--- src/rtl/wb_writeback_queue_if.sv ---
// rtl/wb_writeback_queue_if.sv - MEM-side entry, register-file port and forwarding bundle
interface wb_writeback_queue_if #(
  parameter int DEPTH = 4,
  parameter int RA_W  = 5
);
  logic                      in_valid;
  logic                      in_ready;
  logic                      in_we;
  logic [RA_W-1:0]           in_rd;
  logic [5:0]                in_op;
  logic [31:0]               in_pc;
  logic [31:0]               in_imm;
  logic [31:0]               in_alu;
  logic [1:0]                in_daddr;
  logic [31:0]               in_drdata;
  logic                      rf_grant;
  logic                      rf_we;
  logic [RA_W-1:0]           rf_waddr;
  logic [31:0]               rf_wdata;
  logic [RA_W-1:0]           fwd_raddr;
  logic                      fwd_hit;
  logic [31:0]               fwd_data;
  logic                      misalign_err;
  logic [$clog2(DEPTH):0]    count;

  modport master (
    output in_valid, in_we, in_rd, in_op, in_pc, in_imm, in_alu, in_daddr, in_drdata,
           rf_grant, fwd_raddr,
    input  in_ready, rf_we, rf_waddr, rf_wdata, fwd_hit, fwd_data, misalign_err, count
  );

  modport slave (
    input  in_valid, in_we, in_rd, in_op, in_pc, in_imm, in_alu, in_daddr, in_drdata,
           rf_grant, fwd_raddr,
    output in_ready, rf_we, rf_waddr, rf_wdata, fwd_hit, fwd_data, misalign_err, count
  );
endinterface

--- src/rtl/wb_writeback_queue.sv ---
// rtl/wb_writeback_queue.sv - writeback formatting, FIFO to register-file port, forwarding lookup
module wb_writeback_queue #(
  parameter int DEPTH  = 4,
  parameter int RA_W   = 5,
  parameter int PC_INC = 4
) (
  input logic               clk,
  input logic               rst,
  wb_writeback_queue_if.slave bus
);
  localparam int PW = $clog2(DEPTH);
  localparam int CW = PW + 1;

  localparam logic [5:0] OP_PCREL = 6'b000001;
  localparam logic [5:0] OP_LINK0 = 6'b000010;
  localparam logic [5:0] OP_LINK1 = 6'b000011;
  localparam logic [5:0] OP_LB    = 6'b001010;
  localparam logic [5:0] OP_LH    = 6'b001011;
  localparam logic [5:0] OP_LW    = 6'b001100;
  localparam logic [5:0] OP_LBU   = 6'b001101;
  localparam logic [5:0] OP_LHU   = 6'b001110;

  logic [RA_W-1:0] q_rd   [DEPTH];
  logic [31:0]     q_data [DEPTH];
  logic [PW-1:0]   head, tail, fidx;
  logic [CW-1:0]   cnt;

  logic            rf_we_q;
  logic [RA_W-1:0] rf_waddr_q;
  logic [31:0]     rf_wdata_q;
  logic            err_q;

  logic [7:0]      ld_byte;
  logic [15:0]     ld_half;
  logic [31:0]     wb_val;
  logic            misaligned, accept, push, pop;
  logic            fwd_hit_c;
  logic [31:0]     fwd_data_c;

  always_comb begin
    ld_byte = '0;
    case (bus.in_daddr)
      2'd0: ld_byte = bus.in_drdata[7:0];
      2'd1: ld_byte = bus.in_drdata[15:8];
      2'd2: ld_byte = bus.in_drdata[23:16];
      default: ld_byte = bus.in_drdata[31:24];
    endcase
    ld_half = bus.in_daddr[1] ? bus.in_drdata[31:16] : bus.in_drdata[15:0];

    wb_val = bus.in_alu;
    case (bus.in_op)
      OP_PCREL:           wb_val = bus.in_pc + bus.in_imm;
      OP_LINK0, OP_LINK1: wb_val = bus.in_pc + 32'(PC_INC);
      OP_LB:              wb_val = {{24{ld_byte[7]}}, ld_byte};
      OP_LBU:             wb_val = {24'd0, ld_byte};
      OP_LH:              wb_val = {{16{ld_half[15]}}, ld_half};
      OP_LHU:             wb_val = {16'd0, ld_half};
      OP_LW:              wb_val = bus.in_drdata;
      default:            wb_val = bus.in_alu;
    endcase
  end

  assign misaligned = ((bus.in_op == OP_LH) || (bus.in_op == OP_LHU)) && bus.in_daddr[0];
  assign accept     = bus.in_valid && bus.in_ready;
  // Non-writing and x0 destinations are consumed here so they never occupy a slot
  assign push       = accept && bus.in_we && (bus.in_rd != '0) && !misaligned;
  assign pop        = (cnt != '0) && bus.rf_grant;

  assign bus.in_ready     = (cnt < CW'(DEPTH));
  assign bus.count        = cnt;
  assign bus.rf_we        = rf_we_q;
  assign bus.rf_waddr     = rf_waddr_q;
  assign bus.rf_wdata     = rf_wdata_q;
  assign bus.misalign_err = err_q;
  assign bus.fwd_hit      = fwd_hit_c;
  assign bus.fwd_data     = fwd_data_c;

  always_ff @(posedge clk) begin
    if (rst) begin
      head       <= '0;
      tail       <= '0;
      cnt        <= '0;
      rf_we_q    <= 1'b0;
      rf_waddr_q <= '0;
      rf_wdata_q <= '0;
      err_q      <= 1'b0;
    end else begin
      err_q <= accept && misaligned;
      if (push) tail <= tail + 1'b1;
      if (pop) begin
        head       <= head + 1'b1;
        rf_we_q    <= 1'b1;
        rf_waddr_q <= q_rd[head];
        rf_wdata_q <= q_data[head];
      end else begin
        rf_we_q <= 1'b0;
      end
      cnt <= cnt + CW'(push) - CW'(pop);
    end
  end

  always_ff @(posedge clk) begin
    if (!rst && push) begin
      q_rd[tail]   <= bus.in_rd;
      q_data[tail] <= wb_val;
    end
  end

  // Scan oldest to youngest so the last match left standing is the youngest one
  always_comb begin
    fwd_hit_c  = 1'b0;
    fwd_data_c = '0;
    fidx       = '0;
    if (rf_we_q && (rf_waddr_q == bus.fwd_raddr)) begin
      fwd_hit_c  = 1'b1;
      fwd_data_c = rf_wdata_q;
    end
    for (int i = 0; i < DEPTH; i++) begin
      fidx = head + PW'(i);
      if ((CW'(i) < cnt) && (q_rd[fidx] == bus.fwd_raddr)) begin
        fwd_hit_c  = 1'b1;
        fwd_data_c = q_data[fidx];
      end
    end
    if (bus.fwd_raddr == '0) begin
      fwd_hit_c  = 1'b0;
      fwd_data_c = '0;
    end
  end
endmodule

--- src/flat_wrapper.sv ---
// flat-port wrapper written by rule: the top's interface ports become plain ports
module wb_writeback_queue_flat 
#(
  parameter int DEPTH  = 4,
  parameter int RA_W   = 5,
  parameter int PC_INC = 4
)
  (clk, rst, bus_in_valid, bus_in_we, bus_in_rd, bus_in_op, bus_in_pc, bus_in_imm, bus_in_alu, bus_in_daddr, bus_in_drdata, bus_rf_grant, bus_fwd_raddr, bus_in_ready, bus_rf_we, bus_rf_waddr, bus_rf_wdata, bus_fwd_hit, bus_fwd_data, bus_misalign_err, bus_count);
  wb_writeback_queue_if #(.DEPTH(DEPTH), .RA_W(RA_W)) bus_i ();
  input logic clk;
  input logic rst;
  input wire logic [$bits(bus_i.in_valid)-1:0] bus_in_valid;
  input wire logic [$bits(bus_i.in_we)-1:0] bus_in_we;
  input wire logic [$bits(bus_i.in_rd)-1:0] bus_in_rd;
  input wire logic [$bits(bus_i.in_op)-1:0] bus_in_op;
  input wire logic [$bits(bus_i.in_pc)-1:0] bus_in_pc;
  input wire logic [$bits(bus_i.in_imm)-1:0] bus_in_imm;
  input wire logic [$bits(bus_i.in_alu)-1:0] bus_in_alu;
  input wire logic [$bits(bus_i.in_daddr)-1:0] bus_in_daddr;
  input wire logic [$bits(bus_i.in_drdata)-1:0] bus_in_drdata;
  input wire logic [$bits(bus_i.rf_grant)-1:0] bus_rf_grant;
  input wire logic [$bits(bus_i.fwd_raddr)-1:0] bus_fwd_raddr;
  output wire logic [$bits(bus_i.in_ready)-1:0] bus_in_ready;
  output wire logic [$bits(bus_i.rf_we)-1:0] bus_rf_we;
  output wire logic [$bits(bus_i.rf_waddr)-1:0] bus_rf_waddr;
  output wire logic [$bits(bus_i.rf_wdata)-1:0] bus_rf_wdata;
  output wire logic [$bits(bus_i.fwd_hit)-1:0] bus_fwd_hit;
  output wire logic [$bits(bus_i.fwd_data)-1:0] bus_fwd_data;
  output wire logic [$bits(bus_i.misalign_err)-1:0] bus_misalign_err;
  output wire logic [$bits(bus_i.count)-1:0] bus_count;
  assign bus_i.in_valid = bus_in_valid;
  assign bus_i.in_we = bus_in_we;
  assign bus_i.in_rd = bus_in_rd;
  assign bus_i.in_op = bus_in_op;
  assign bus_i.in_pc = bus_in_pc;
  assign bus_i.in_imm = bus_in_imm;
  assign bus_i.in_alu = bus_in_alu;
  assign bus_i.in_daddr = bus_in_daddr;
  assign bus_i.in_drdata = bus_in_drdata;
  assign bus_i.rf_grant = bus_rf_grant;
  assign bus_i.fwd_raddr = bus_fwd_raddr;
  assign bus_in_ready = bus_i.in_ready;
  assign bus_rf_we = bus_i.rf_we;
  assign bus_rf_waddr = bus_i.rf_waddr;
  assign bus_rf_wdata = bus_i.rf_wdata;
  assign bus_fwd_hit = bus_i.fwd_hit;
  assign bus_fwd_data = bus_i.fwd_data;
  assign bus_misalign_err = bus_i.misalign_err;
  assign bus_count = bus_i.count;
  wb_writeback_queue #(.DEPTH(DEPTH), .RA_W(RA_W), .PC_INC(PC_INC)) u_core (.clk(clk), .rst(rst), .bus(bus_i));
endmodule
--- config.mk ---
export PLATFORM = sky130hd
export DESIGN_NAME = wb_writeback_queue_flat
export DESIGN_NICKNAME = d
export VERILOG_FILES = /design/src/rtl/wb_writeback_queue_if.sv /design/src/rtl/wb_writeback_queue.sv /design/src/flat_wrapper.sv
export SDC_FILE = /design/constraint.sdc
export NUM_CORES = 1
export LEC_CHECK = 0
export ABC_AREA = 1
export CELL_PAD_IN_SITES_DETAIL_PLACEMENT = 1
export CELL_PAD_IN_SITES_GLOBAL_PLACEMENT = 1
export CORE_ASPECT_RATIO = 1.1
export CORE_MARGIN = 3
export CORE_UTILIZATION = 35
export CTS_BUF_LIST = sky130_fd_sc_hd__clkbuf_4 sky130_fd_sc_hd__clkbuf_8 sky130_fd_sc_hd__clkbuf_16
export DETAILED_ROUTE_END_ITERATION = 12
export HOLD_SLACK_MARGIN = 0.03
export PLACE_DENSITY = 0.71
export SLEW_MARGIN = 20
export SYNTH_ARGS = -nofsm -noshare
export SYNTH_HDL_FRONTEND = slang
export SYNTH_SLANG_ARGS = --single-unit
--- constraint.sdc ---
create_clock -name clk -period 6.3 [get_ports clk]
set_clock_uncertainty 0.15 [all_clocks]
set_input_delay 1.26 -clock clk [delete_from_list [all_inputs] [get_ports clk]]
set_output_delay 1.26 -clock clk [all_outputs]
set_load 0.1 [all_outputs]
---- Word-level counts from Yosys, hierarchy flattened ----
Memory sizes are Yosys's and may differ from the RTL's. A register that Yosys moved wholly into a read port is not among the register bits.
Index checks and enable logic that the tools add are counted.
operators by class
  add/sub/neg operators ................... 8
  magnitude comparators ................... 5
  equality and inequality tests ........... 15
  multiplexer cells ....................... 22
  reductions and logical operators ........ 21
operator list
  cell                                                       number
  case mux 32 bit (7 select lines)                           1
  two-way mux 32 bit                                         6
  adder 32 x 3 -> 32 bit, second input constant              1
  adder 32 bit                                               1
  == test 6 x 4 -> 1 bit, second input constant              5
  == test 5 bit                                              5
  case mux 8 bit (3 select lines)                            1
  two-way mux 16 bit                                         1
  logical AND 1 bit                                          13
  == test 6 x 2 -> 1 bit, second input constant              2
  two-way mux 1 bit                                          9
  two-way mux 2 bit                                          4
  == test 6 x 1 -> 1 bit, second input constant              1
  less-than comparator 1 x 3 -> 1 bit, first input constant  2
  less-than comparator 2 x 3 -> 1 bit, first input constant  2
  logical NOT 5 bit                                          1
  nonzero test 5 bit                                         1
  adder 2 x 1 -> 2 bit, second input constant                2
  adder 2 bit, second input constant                         2
  adder 3 x 1 -> 3 bit                                       1
  less-than comparator 3 bit, second input constant          1
  nonzero test 3 bit                                         1
  subtractor 3 x 1 -> 3 bit                                  1
  == test 2 x 1 -> 1 bit, second input constant              1
  other kinds (5)                                            6
storage, ports and cells
  register bits ........................... 46
  memory bits (writable) .................. 148
  bits of input ports ..................... 151
  logic and storage cells ................. 80
  memories ................................ 2
memories
  memory         words  bits a word  read ports  clocked after Yosys merged registers in  write ports  RTL line                  text
  u_core.q_data  4      32           4           1                                        1            wb_writeback_queue.sv:24  logic [31:0] q_data [DEPTH];
  u_core.q_rd    4      5            4           1                                        1            wb_writeback_queue.sv:23  logic [RA_W-1:0] q_rd [DEPTH];

---- Logic depth before layout (Yosys ltp) ----
Gate-level depths: netlist of the first run.
  word-level depth ........................ 8
  gate-level depth with buffers ........... 17
  mapped depth without buffers ............ 17

---- Worst setup path after synthesis of the first run ----
OpenSTA, ideal clock, no wires.
  kind .................................... flip-flop to output port
  start point ............................. register u_core.cnt[2], in the netlist u_core.bus.count[2]
  end point ............................... output bus_fwd_data[21]
  data arrival time ....................... 4,535 ps
  required time ........................... 4,890 ps
  slack ................................... 355 ps
  stages on the path, launching flop included .. 13
  buffers on the path ..................... 1
  cells stage by stage .................... dfxtp_1 > inv_1 > ha_1 > a21oi_1 > nand2_1 > nor2_1 > nand2_1 > nor2_2 > inv_2 > clkbuf_1 > nor2_1 > nor2_1 > a21oi_1
between the ends
  cells in the longest elaborated chain, start to end .. 7
  elaborated cells between the ends (all ways) .. 13
  classes of those cells .................. order compare: 4; mux: 5; reduce/logical: 4
ends and longest elaborated chain
  item                                 RTL line                   text
  start, declared                      wb_writeback_queue.sv:26   logic [CW-1:0] cnt;
  start signal, assigned               wb_writeback_queue.sv:98   cnt <= cnt + CW'(push) - CW'(pop);
  less-than comparator 1 x 3 -> 1 bit  wb_writeback_queue.sv:120  if ((CW'(i) < cnt) && (q_rd[fidx] == bus.fwd_raddr)) begin
  logical AND 1 bit                    wb_writeback_queue.sv:120
  two-way mux 32 bit (3 in a row)      wb_writeback_queue.sv:120
  two-way mux 32 bit *                 wb_writeback_queue.sv:120
  two-way mux 32 bit *                 wb_writeback_queue.sv:125  if (bus.fwd_raddr == '0) begin
  end, declared                        flat_wrapper.sv:28         output wire logic [$bits(bus_i.fwd_data)-1:0] bus_fwd_data;
Every way passes the cells marked *; elsewhere a longest branch is shown, timed or not.

---- Worst setup path in the final report of the first run ----
  start point ............................. input bus_fwd_raddr[2]
  end point ............................... output bus_fwd_data[10]
between the ends
  cells in the longest elaborated chain, start to end .. 8
  elaborated cells between the ends (all ways) .. 17
  classes of those cells .................. eq/ne: 5; mux: 6; reduce/logical: 6
ends and longest elaborated chain
  item                             RTL line                   text
  start, declared                  flat_wrapper.sv:22         input wire logic [$bits(bus_i.fwd_raddr)-1:0] bus_fwd_raddr;
  == test 5 bit                    wb_writeback_queue.sv:114  if (rf_we_q && (rf_waddr_q == bus.fwd_raddr)) begin
  logical AND 1 bit                wb_writeback_queue.sv:114
  two-way mux 32 bit               wb_writeback_queue.sv:114
  two-way mux 32 bit (4 in a row)  wb_writeback_queue.sv:120
  two-way mux 32 bit *             wb_writeback_queue.sv:125
Marks and branches as above.

==> results of run 1 <==
[worst max-delay path by stage]
stage / end / cells after the start / slack [ps] / startpoint
3_5_place_dp: bus_fwd_data[11] / 11 / 760 / bus_fwd_raddr[2]
2_1_floorplan: bus_fwd_data[21] / 12 / 350 / u_core.bus.count[2]$_SDFF_PP0_
3_3_place_gp: bus_fwd_data[12] / 11 / 820 / bus_fwd_raddr[2]
6_report: bus_fwd_data[10] / 11 / 790 / bus_fwd_raddr[2]
5_1_grt: bus_fwd_data[21] / 12 / 400 / u_core.head[0]$_SDFFE_PP0P_
4_1_cts: bus_fwd_data[21] / 11 / 740 / u_core.head[0]$_SDFFE_PP0P_
[cell usage in the layout, fill, tap and decap left out, types with 5 or more instances in the layout]
| cell type | n |
|---|---|
| o221ai_1 | 34 |
| a21oi_1 | 227 |
| o21a_1 | 5 |
| nand4_1 | 32 |
| xor2_1 | 19 |
| a32o_1 | 31 |
| ha_1 | 40 |
| buf_4 | 38 |
| nor2_1 | 348 |
| o21ai_1 | 7 |
| inv_1 | 189 |
| o21ai_0 | 211 |
| or2_2 | 11 |
| o211ai_1 | 32 |
| nand3_1 | 100 |
| a221oi_1 | 5 |
| buf_12 | 34 |
| a22oi_1 | 5 |
| clkbuf_16 | 17 |
| nor3_1 | 22 |
| edfxtp_1 | 148 |
| clkinv_4 | 6 |
| nand3b_1 | 8 |
| nand2_1 | 752 |
| xnor2_1 | 5 |
| inv_8 | 6 |
| o2111ai_1 | 6 |
| dfxtp_1 | 46 |
| clkdlybuf4s50_1 | 193 |
| inv_2 | 7 |
[synth_stat cells (2+ instances only)]
library cell  count  area share
clkbuf_1         92       0.022
xor2_1           19       0.010
a32o_1           31       0.019
a211oi_1          3      0.0014
o21a_1            5      0.0023
dfxtp_1          48       0.060
a31oi_1           3      0.0012
nor2_1          352       0.082
o21ai_1           7      0.0022
o221ai_1         34       0.019
o2111ai_1         6      0.0033
inv_1           191       0.045
a22oi_1           5      0.0023
a21o_1            2     0.00094
a221oi_1          5      0.0027
nand2_2           4      0.0016
ha_1             40       0.031
xnor2_1           5      0.0027
nand3b_1          8      0.0037
buf_2            29      0.0091
nand2_1         752        0.18
fa_1              2      0.0025
nor4_1            3      0.0012
nand4_1          32       0.012
a21oi_1         227       0.071
nor3b_1           3      0.0014
and3_1            3      0.0012
o21ai_0         211       0.066
buf_1            10      0.0023
o21bai_1          3      0.0014
nor2_2            2     0.00078
nand3_1         101       0.032
or2_2            11      0.0043
inv_2             5      0.0012
o22ai_1           3      0.0012
nor3_1           23      0.0072
buf_4             2     0.00094
o211ai_1         32       0.015
edfxtp_1        148        0.28
[power by group through the flow]
stage | Sequential, mW | Combinational (mW) | Clock (mW)
finish | 1.67 | 4.07 | 1.09
global route | 1.69 | 4.39 | 1.15
CTS | 1.67 | 4.07 | 1.11
detailed placement | 1.70 | 4.06 | 0
global placement | 1.69 | 3.99 | 0
floorplan | 2.28 | 2.16 | 0
[final cells by class]
type	instances	area [µm²]
repair buffers	266	2903
fillers	5772	25160
well taps	581	726.9
multi-input cells	1943	9387
inverters	196	735.7
clock inverters	14	136.4
clock buffers	18	439.2
flip-flops and latches	196	5410
[layer usage]
metal,GRT usage,vias to the layer above,share of wire
met3,0.02650,98,0.037
met2,0.5367,468,0.51
met1,0.3520,8736,0.42
li1,-,8617,-
met4,0.1064,0,0.034
met5,0,-,0
[kinds of logic (layout without fill, tap and decap cells)]
logic type / after synthesis / count (layout)
DFF: 196 / 196
buffers and inverters: 329 / 494
muxes: 1 / 1
xor gates and xnor gates: 24 / 24
and+or+nand+nor: 1295 / 1295
AOI/OAI and AO/OA: 581 / 581
adders and majority gates: 42 / 42
[flip-flops by register name, indices dropped and copies added, names as in the netlist, 2 cells and up, named ones only]
name                 cells
u_core.head              2
u_core.q_rd             20
u_core.bus.rf_waddr      5
u_core.q_data          128
u_core.bus.rf_wdata     32
u_core.bus.count         3
u_core.tail              2
[tightest hold or removal path, stage by stage (launching register included)]
cell and delay [ps]:
dfxtp_1 330, inv_1 80, a211oi_1 60
==> impl_metrics.py, run 1 <==
metrics = {
    "status": {
        "outcome": "finished clean",
    },
    "finish": {
        "instances_no_fill": 3214,
        "design_area_um2": 19740,
        "fin_util": 0.4396,
        "syn_to_final_growth_pct": 23.17,
        "fin_nets": 2813,
        "layout-drive-gt1-share": 0.05241,
        "antenna_cells": 0,
    },
    "critical_path": {
        "max_stage_delay_ps": 690,
        "crit_chain": "clkdlybuf4s50_1 -> inv_1 -> nand3_1 -> nand2_1 -> nor2_1 -> nand3_2 -> buf_4 -> o211ai_1 -> nand2_1 -> a21oi_1 -> buf_12",
        "reg2reg_slack_ps": 3050,
        "rr_startpoint": "u_core.bus.count[2]$_SDFF_PP0_",
        "critPathCaptureType": "primary output",
        "rr_worst_depth": 7,
        "worstPathMaxFanout": 20,
        "crit_family": "buffers and inverters",
        "required_ps": 4890,
        "crit_arrival_ps": 4100,
        "cp-start-kind": "input port",
        "crit_slowest_cell": "clkdlybuf4s50_1",
        "crit_type": "input port to primary output",
        "worst-path-buf-inv": 4,
        "reg2reg_to": "u_core.q_data[2][14]$_DFFE_PP_",
        "critPathMostFrequentCell": "nand2_1",
    },
    "grt": {
        "antenna_found_initial": 0,
        "grt_usage": 0.2911,
        "grt_overflow": 0,
        "grt_max_degree": 95,
        "grt_pass1_vias": 18598,
        "grt_pass1_wl_mm": 109.0,
    },
    "logic_synthesis": {
        "yosys.area_share.simple": 0.3246,
        "synth_adder_area_share": 0.03373,
        "synth-seq-area-share": 0.3373,
        "ys_types": 45,
        "synth_compound_area_frac": 0.2109,
        "synth_async_sr_flop_share": 0,
        "synth_top_family_by_area": "simple AND/OR/NAND/NOR gates",
        "netlist_area_um2": 16030,
        "synthCells": 2468,
        "syn_area_per_cell_um2": 6.493,
        "ys_warn_count": 0,
        "synthFlopType": "edfxtp_1",
        "synth_fp_nets": 2661,
        "muxShareOfSynthArea": 0.0006246,
        "synth-xor-area-share": 0.01312,
        "ys_ff_latch": 196,
        "synth_enable_flop_cells": 148,
    },
    "clocking": {
        "clkTransAtPathRegs_ps": 80,
        "cts_tree": "built",
        "clk_latency_ps": 450,
        "cts_max_level": 4,
        "cts_hold_buf": 0,
        "post_cts_buffers": 0,
        "clkSinkCount": 196,
        "cts_buffer_depth": 2,
        "numCtsBuffers": 17,
        "clock-root-buffer": "clkbuf_16",
        "cts_resized": 0,
    },
    "placement": {
        "routabilityCongestion": 0.9355,
        "placed_area_um2": 19160,
        "numPortBuffers": 226,
        "placedCellCount": 3181,
        "hpwl_mm": 54.75,
        "place_ws_ps": 759.2,
    },
    "timing": {
        "fin_crit_sh": 0.8751,
        "worst_slew_pin_slew_ps": 1051,
        "fin_setup_tns_ps": 0,
        "grt_setup_unrepaired": "false",
        "setup_viol_count_final": 0,
        "drv_slew": 0,
        "period_needed_ps": 5513,
        "whs_ps": 366.8,
        "hold_violations": 0,
        "finalWorstSetupSlack_ps": 786.7,
        "max_slew_margin": 0.2973,
        "fmax_ghz": 0.1814,
    },
    "power_and_ir_drop": {
        "clkPwrFrac": 0.159,
        "p_int_mw": 3.208,
        "combPwrFrac": 0.596,
        "finalPower_mw": 6.823,
        "sequentialPowerShare": 0.244,
        "ir_worst_vdd_uv": 179.9,
        "p_leak_nw": 8.068,
        "swShare": 0.5299,
        "p_per_area_nw_per_um2": 345.7,
        "power_switching_mw": 3.615,
    },
    "die": {
        "die_h_um": 230.4,
        "die_area_um2": 48390,
        "die_x_um": 210.0,
        "initial_core_util": 0.3569,
        "io_pins": 227,
        "fp-row-count": 81,
        "core_area_um2": 44900,
    },
    "route": {
        "num_vias": 17919,
        "drt-total-wl_mm": 71.67,
        "viasPerCell": 5.575,
        "dr.pass1.iters": 5,
        "drcViolationCount": 0,
        "final_antenna_net_count": 0,
        "wl_per_cell_um": 22.30,
        "drt_iter0_drc": 1044,
    },
    "worst_hold_path": {
        "hold_depth": 2,
        "min-delay-start": "u_core.bus.rf_waddr[1]$_SDFFE_PP0P_",
        "min_to": "u_core.bus.rf_waddr[1]$_SDFFE_PP0P_",
        "worstHoldPathType": "register to register",
    },
    "job": {
        "maxCapViolCount": 0,
    },
}
Power figures use the tool's default switching activity.
==> run 2, diff against run 1 <==
Settings changed: CTS_BUF_LIST sky130_fd_sc_hd__clkbuf_4 sky130_fd_sc_hd__clkbuf_8 sky130_fd_sc_hd__clkbuf_16 to sky130_fd_sc_hd__clkbuf_4 sky130_fd_sc_hd__clkbuf_8.
==> impl_metrics.py, run 2 (synthesis gave the netlist of run 1 again) <==
metrics = {
    "status": {
        "outcome": "finished clean",
    },
    "worst_hold_path": {
        "hold_depth": 2,
        "worstHoldPathType": "register to register",
    },
    "grt": {
        "grt_max_degree": 95,
        "antenna_found_initial": 0,
        "grt_pass1_wl_mm": 108.6,
        "grt_pass1_vias": 18507,
        "grt_overflow": 0,
        "grt_usage": 0.2898,
    },
    "critical_path": {
        "rr_worst_depth": 7,
        "crit_type": "register to primary output",
        "reg2reg_slack_ps": 3040,
        "critPathCaptureType": "primary output",
        "cp-start-kind": "register",
        "crit_arrival_ps": 4170,
        "worstPathMaxFanout": 33,
        "required_ps": 4890,
    },
    "placement": {
        "routabilityCongestion": 0.9355,
        "placedCellCount": 3181,
        "place_ws_ps": 759.2,
        "numPortBuffers": 226,
        "hpwl_mm": 54.75,
    },
    "die": {
        "die_h_um": 230.4,
        "initial_core_util": 0.3569,
        "fp-row-count": 81,
        "die_area_um2": 48390,
        "io_pins": 227,
        "core_area_um2": 44900,
        "die_x_um": 210.0,
    },
    "route": {
        "dr.pass1.iters": 5,
        "drt_iter0_drc": 1030,
        "wl_per_cell_um": 22.22,
        "viasPerCell": 5.573,
        "drcViolationCount": 0,
        "num_vias": 17913,
        "final_antenna_net_count": 0,
        "drt-total-wl_mm": 71.41,
    },
    "timing": {
        "hold_violations": 0,
        "finalWorstSetupSlack_ps": 722.0,
        "worst_slew_pin_slew_ps": 1054,
        "drv_slew": 0,
        "setup_viol_count_final": 0,
        "period_needed_ps": 5578,
        "fin_setup_tns_ps": 0,
        "fmax_ghz": 0.1793,
        "max_slew_margin": 0.2949,
        "fin_crit_sh": 0.8854,
        "grt_setup_unrepaired": "false",
    },
    "power_and_ir_drop": {
        "p_leak_nw": 7.981,
        "finalPower_mw": 6.548,
        "ir_worst_vdd_uv": 191.5,
        "p_per_area_nw_per_um2": 335.0,
    },
    "clocking": {
        "cts_resized": 0,
        "post_cts_buffers": 0,
        "clock-root-buffer": "clkbuf_8",
        "numCtsBuffers": 17,
        "clkSinkCount": 196,
        "cts_tree": "built",
        "cts_buffer_depth": 2,
        "cts_hold_buf": 0,
        "cts_max_level": 4,
        "clkTransAtPathRegs_ps": 110,
        "clk_latency_ps": 510,
    },
    "finish": {
        "antenna_cells": 0,
        "instances_no_fill": 3214,
        "fillCellCount": 5787,
        "mostFrequentLayoutCell": "nand2_1",
        "fin_util": 0.4354,
        "fin_nets": 2813,
        "syn_to_final_growth_pct": 21.97,
        "largest_reg_flops": 128,
        "largest_register": "u_core.q_data",
        "most-common-layout-cells": "nand2_1, nor2_1, a21oi_1",
        "layout-drive-gt1-share": 0.05241,
    },
    "job": {
        "maxCapViolCount": 0,
    },
}
run 2: cell counts in the layout (fill, tap and decap cells not counted):
Identical to the previous run, type by type.
run 2: per-stage QoR:
stage | area, µm² | hold WS [ps]
floorplan | 16030 | 312.6
global placement | 19160 | 328.3
detailed placement | 19160 | 353.3
CTS | 19540 | 370.5
global route | 19550 | 385.5
finish | 19550 | 364.3
run 2: area by class of cell:
cell class	count	area, µm²	share of cell area
clock buffers	18	247.7	0.01267
well taps	581	726.9	0.03719
repair buffers	266	2903	0.1485
flip-flops and latches	196	5410	0.2768
clock inverters	14	136.4	0.006977
multi-input cells	1943	9387	0.4802
inverters	196	735.7	0.03764
run 2: final timing paths:
| path | end | from |
|---|---|---|
| worst max-delay path | bus_fwd_data[21] | u_core.head[0]$_SDFFE_PP0P_ |
| worst min-delay path | u_core.bus.rf_waddr[1]$_SDFFE_PP0P_ | u_core.bus.rf_waddr[1]$_SDFFE_PP0P_ |
| worst max register to register | u_core.q_data[2][14]$_DFFE_PP_ | u_core.bus.count[2]$_SDFF_PP0_ |
| worst min register to register | u_core.bus.rf_waddr[1]$_SDFFE_PP0P_ | u_core.bus.rf_waddr[1]$_SDFFE_PP0P_ |
run 2: worst max-delay path, cell delays in order (launching register included):
cell and delay (ps):
dfxtp_4 580, nand2_2 380, nand2_1 520, o21ai_1 220, xor2_1 180, nor2_1 100
nand3_1 160, inv_2 480, buf_4 380, nor2_1 80, a21oi_1 310, buf_12 220
run 2: per-layer routing:
layer  vias to the layer above  share of wire  global-route usage
li1                       8609              -                   -
met1                      8759           0.42              0.3510
met2                       446           0.51              0.5343
met3                        99          0.034             0.02120
met4                         0          0.035              0.1123
met5                         -              0                   0
run 2: where the power goes:
part           switching [mW]  internal, mW
Combinational            2.92          1.14
Clock                   0.513         0.304
Sequential              0.138          1.53
Total                    3.57          2.97
